<file path="src/rtl/display_scan_ctrl.sv">
// Four-digit seven-segment scan controller: per-digit time slots with dead-time
// blanking, leading-zero suppression, PWM brightness and a frame-synchronous display buffer.
module display_scan_ctrl #(
  parameter int SCAN_DIV     = 50000,
  parameter int BLANK_CYCLES = 500
) (
  input  logic        clk,
  input  logic        rst_n,
  input  logic [15:0] count,
  input  logic        load,
  output logic        load_ack,
  input  logic        lz_en,
  input  logic [2:0]  brightness,
  output logic [3:0]  digit_select,
  output logic [3:0]  cout,
  output logic        frame_start
);

  localparam int DIV_W = $clog2(SCAN_DIV);
  localparam logic [DIV_W-1:0] LAST_CNT  = DIV_W'(SCAN_DIV - 1);
  localparam logic [DIV_W-1:0] BLANK_END = DIV_W'(BLANK_CYCLES);
  localparam logic [DIV_W-1:0] SUB_LEN   = DIV_W'(SCAN_DIV / 8);

  logic [DIV_W-1:0] r_div_cnt;
  logic [1:0]       r_slot;
  logic [15:0]      r_shadow;
  logic             r_lz;
  logic [2:0]       r_bri;
  logic             r_load_ack;

  logic             w_boundary;
  logic [DIV_W-1:0] w_sub;
  logic [3:0]       w_nibble;
  logic [3:0]       w_sel_n;
  logic             w_lead_zero;
  logic             w_lit;

  assign w_boundary = (r_slot == 2'd3) && (r_div_cnt == LAST_CNT);

  // Shadow value and display settings only change on the last cycle of a frame,
  // so a frame is always drawn with one consistent value and setting.
  always_ff @(posedge clk or negedge rst_n) begin
    if (!rst_n) begin
      r_div_cnt  <= '0;
      r_slot     <= 2'd0;
      r_shadow   <= 16'h0000;
      r_lz       <= 1'b0;
      r_bri      <= 3'd7;
      r_load_ack <= 1'b0;
    end else begin
      if (r_div_cnt == LAST_CNT) begin
        r_div_cnt <= '0;
        r_slot    <= r_slot + 2'd1;
      end else begin
        r_div_cnt <= r_div_cnt + 1'b1;
      end
      r_load_ack <= 1'b0;
      if (w_boundary) begin
        r_lz  <= lz_en;
        r_bri <= brightness;
        if (load) begin
          r_shadow   <= count;
          r_load_ack <= 1'b1;
        end
      end
    end
  end

  // Lead-zero test covers the current nibble and everything to its left.
  always_comb begin
    w_nibble    = r_shadow[3:0];
    w_sel_n     = 4'b1110;
    w_lead_zero = 1'b0;
    case (r_slot)
      2'd0: begin
        w_nibble    = r_shadow[15:12];
        w_sel_n     = 4'b0111;
        w_lead_zero = (r_shadow[15:12] == 4'h0);
      end
      2'd1: begin
        w_nibble    = r_shadow[11:8];
        w_sel_n     = 4'b1011;
        w_lead_zero = (r_shadow[15:8] == 8'h00);
      end
      2'd2: begin
        w_nibble    = r_shadow[7:4];
        w_sel_n     = 4'b1101;
        w_lead_zero = (r_shadow[15:4] == 12'h000);
      end
      default: begin
        w_nibble    = r_shadow[3:0];
        w_sel_n     = 4'b1110;
        w_lead_zero = 1'b0;
      end
    endcase
  end

  assign w_sub = r_div_cnt / SUB_LEN;
  assign w_lit = (r_div_cnt >= BLANK_END) && (w_sub <= DIV_W'(r_bri)) && !(r_lz && w_lead_zero);

  assign digit_select = w_lit ? w_sel_n : 4'b1111;
  assign cout         = w_nibble;
  assign frame_start  = (r_slot == 2'd0) && (r_div_cnt == '0);
  assign load_ack     = r_load_ack;

endmodule

</file>
<file path="config.mk">
export PLATFORM = sky130hd
export DESIGN_NAME = display_scan_ctrl
export DESIGN_NICKNAME = d
export VERILOG_FILES = /design/src/rtl/display_scan_ctrl.sv
export SDC_FILE = /design/constraint.sdc
export NUM_CORES = 1
export LEC_CHECK = 0
export BUFFER_PORTS_ARGS = -buffer_cell sky130_fd_sc_hd__buf_4
export CORE_ASPECT_RATIO = 1.2
export CORE_UTILIZATION = 55
export DETAILED_ROUTE_END_ITERATION = 8
export PLACE_DENSITY = 0.83
export SLEW_MARGIN = 20
export SYNTH_ARGS = -nofsm -noshare
export SYNTH_HDL_FRONTEND = slang
export SYNTH_SLANG_ARGS = --single-unit
</file>
<file path="constraint.sdc">
create_clock -name clk -period 5.5 [get_ports clk]
set_input_delay 1.1 -clock clk [delete_from_list [all_inputs] [get_ports clk]]
set_output_delay 1.1 -clock clk [all_outputs]
set_load 0.03 [all_outputs]
</file>
==> impl_metrics.json <==
{
  "antenna_found_initial": 0,
  "ys_seq_elements": 39,
  "ios": 33,
  "design_area_um2": 4192,
  "crit_path_top_delay_cell": "dfrtp_2",
  "grt_pass1_wl_mm": 17.19,
  "viasPerCell": 6.838,
  "power_uw": 550.0,
  "initial_core_util_pct": 58.71,
  "finalWirelength_mm": 11.09,
  "dpl.hpwl_mm": 7.315,
  "ff2ff_setup_slack_ns": 2.51,
  "rows": 29,
  "cts_buffers": 5,
  "die_area_um2": 6080,
  "drtPass1Iterations": 5,
  "comb_power_share_pct": 4.3,
  "ys_types": 66,
  "worstPathArrival_ns": 4.64,
  "overflow": 0,
  "p_seq_share_pct": 52.7,
  "hold_path.class": "reg2reg",
  "cts_tree": "built",
  "cts_root_buf": "clkbuf_8",
  "fillers": 376,
  "portBuffers": 32,
  "htree_levels": 2,
  "finalNonFillerCells": 506,
  "drc": 0,
  "wl_per_cell_um": 21.92,
  "cts_max_path_buffers": 2,
  "slew_headroom_pct": 46.27,
  "dp.cells": 478,
  "ys_seq_area_share_pct": 30.86,
  "nNetsFinal": 480,
  "critPathCaptureType": "output port",
  "hold_viol": 0,
  "antennaDiodeCount": 0,
  "path_delay_family": "buffers and inverters",
  "p_leak_nw": 1.947,
  "violations": "setup timing",
  "powerDensity_nw_per_um2": 131.2,
  "finalMaxSlewViolations": 0,
  "rsz0062_at_grt": "yes",
  "cp_max_fo": 4,
  "synth_area_um2": 3174,
  "via_count": 3460,
  "final-setup-viol-count": 4,
  "cts_hold_buf": 0,
  "path_clk_slew_ns": 0.08,
  "synth_flop_cell": "dfrtp_1",
  "syn_area_per_cell_um2": 8.721,
  "clk-insertion-delay-late_ns": 0.30,
  "p_clk_share_pct": 43.0,
  "core-area_um2": 5406,
  "post-place-ws_ns": -0.05391,
  "worst_pin_slew_ns": 0.8036,
  "gp_congestion": 0.9766,
  "internal_power_uw": 434.6,
  "critPathLaunchType": "register",
  "crit_path_frequent_cell": "buf_4",
  "syn_inst": 364,
  "cts_sinks": 39,
  "grt_usage_pct": 37.27,
  "die_height_um": 85.22,
  "ir_worst_vdd_v": 0.0002910,
  "fmaxAchievable_mhz": 174.3,
  "path_class": "reg2out",
  "die_w_um": 71.35,
  "p_sw_share_pct": 20.98,
  "postRouteAntennaNets": 0,
  "skew_ns": 0.002418,
  "grt_max_degree": 40,
  "worstPathRequired_ns": 4.40,
  "drive_gt1_share_pct": 39.86,
  "yosysWarningCount": 0,
  "area_growth_pct": 32.05,
  "syn_nets": 400,
  "worst_slack_ns": -0.2374,
  "p_sw_uw": 115.4,
  "dr.first_iter.drc_count": 507,
  "slowest_delay_ns": 0.44,
  "synth_edf_count": 0,
  "async_reset_ff_share_pct": 100.0,
  "period_minus_slack_ns": 5.737,
  "grt_pass1_vias": 3401,
  "dpl_cell_area_um2": 3711,
  "fin_crit_sh_pct": 104.3,
  "cap_violations": 0,
  "worst-path-buf-inv": 12,
  "outcome": "complete, but fails checks"
}
==> final cells by class <==
cell class	instances	area, µm²	area share [%]
inverters	14	52.55	1.254
well taps	62	77.57	1.851
multi-input cells	288	2223	53.04
flip-flops and latches	39	984.7	23.49
repair buffers	96	750.7	17.91
clock buffers	6	72.57	1.731
clock inverters	1	30.03	0.7164
==> cell families after synthesis <==
family / after synthesis / synth area share [%]
compound gates: 90 / 20.97
xor+xnor: 20 / 5.518
fa+ha+maj: 13 / 5.124
buf+inv: 37 / 4.927
flops: 39 / 30.86
mux: 30 / 10.33
simple gates: 135 / 22.27
==> cells in the mapped netlist, types with 3 or more instances <==
library cell / instances / share of area [%]
mux2_2: 22 / 7.8
mux2i_1: 8 / 2.5
nand4_1: 4 / 0.79
and2_1: 4 / 0.79
or2_2: 4 / 0.79
and3_1: 3 / 0.59
inv_1: 14 / 1.7
a21o_1: 5 / 1.2
a211oi_1: 5 / 1.2
nor4_1: 7 / 1.4
dfrtp_1: 36 / 28
nand3_1: 11 / 1.7
o31a_1: 3 / 0.83
nor2_1: 32 / 3.8
a31oi_1: 5 / 0.99
nor2b_1: 8 / 1.6
nand2_1: 32 / 3.8
a21oi_1: 10 / 1.6
xnor2_1: 10 / 2.8
clkbuf_1: 12 / 1.4
xor2_1: 10 / 2.8
o211ai_1: 6 / 1.4
ha_1: 13 / 5.1
a22oi_1: 3 / 0.71
o21ai_2: 4 / 1.1
o31ai_1: 4 / 0.95
nor3_1: 11 / 1.7
and4_1: 3 / 0.83
dfstp_2: 3 / 2.5
buf_2: 7 / 1.1
a222oi_1: 4 / 1.3
o21ai_0: 17 / 2.7
==> layer usage <==
metal | wire length [µm] | GRT usage [%]
met1 | 3859 | 40.59
met2 | 5744 | 68.66
met3 | 872 | 6.888
met4 | 614 | 17.82
met5 | 0 | 0
==> what timing repair did <==
item | in CTS | in global routing
resized for setup | 31 | 25
buffers inserted | 14 | 7
pin swaps | 22 | 11
setup endpoints to repair | 4 | 4
==> path summary, 6_finish.rpt <==
path / startpoint / end / cells past startpoint
worst max-delay path: r_div_cnt[12]$_DFF_PN0_ / digit_select[0] / 27
worst min-delay path: r_shadow[1]$_DFFE_PN0P_ / r_shadow[1]$_DFFE_PN0P_ / 1
worst max register to register: r_div_cnt[3]$_DFF_PN0_ / r_shadow[14]$_DFFE_PN0P_ / 6
worst min register to register: r_shadow[1]$_DFFE_PN0P_ / r_shadow[1]$_DFFE_PN0P_ / 1
max in group asynchronous: rst_n / r_div_cnt[7]$_DFF_PN0_ / 1
min in group asynchronous: rst_n / r_div_cnt[0]$_DFF_PN0_ / 1
==> power by group through the flow <==
| stage | clock (mW) | combinational (mW) | sequential [mW] |
|---|---|---|---|
| 2_1_floorplan | 0 | 0.00365 | 0.295 |
| 6_report | 0.237 | 0.0235 | 0.290 |
| 3_3_place_gp | 0 | 0.0210 | 0.295 |
| 5_1_grt | 0.246 | 0.0259 | 0.290 |
| 4_1_cts | 0.237 | 0.0236 | 0.290 |
| 3_5_place_dp | 0 | 0.0224 | 0.295 |
==> stage by stage <==
step                      hold slack (ns)  util [%]  setup TNS, ns
after global routing               0.5381     77.53         -1.912
final                              0.5187     77.53        -0.8907
after detailed placement           0.4969     68.64        -0.1808
after floorplan                    0.4707         -              0
after global placement             0.4881     68.64      -0.009193
after CTS                          0.5144     74.27        -0.6366
==> cell usage in the layout (no fill, tap or decap), types with 3 or more instances in the layout <==
cell type and n:
buf_4 88, clkbuf_8 5, xor2_1 8, and4_1 3
inv_1 14, a211oi_1 4, nor2_1 30, a22oi_1 3
nor4_1 6, a21oi_2 5, nand4_1 4, o21ai_1 4
nand2_1 25, a21o_1 5, nor2b_1 8, and3_1 3
or2_2 3, xnor2_1 10, mux2_2 21, o211ai_1 6
buf_6 8, and2_1 4, dfrtp_1 32, nand3_1 10
dfstp_2 3, a222oi_1 4, dfrtp_2 4, a21oi_1 4
o21ai_0 13, o21ai_2 3, nor3_1 11, o31ai_1 3
mux2i_1 8, nand2_2 5, ha_1 12, o31a_1 3
==> registers in the layout (all words and copies together) (netlist names) <==
signal     flops
r_slot         2
r_lz           1
r_shadow      16
load_ack       1
r_div_cnt     16
r_bri          3
(Power assumes the default switching activity.)
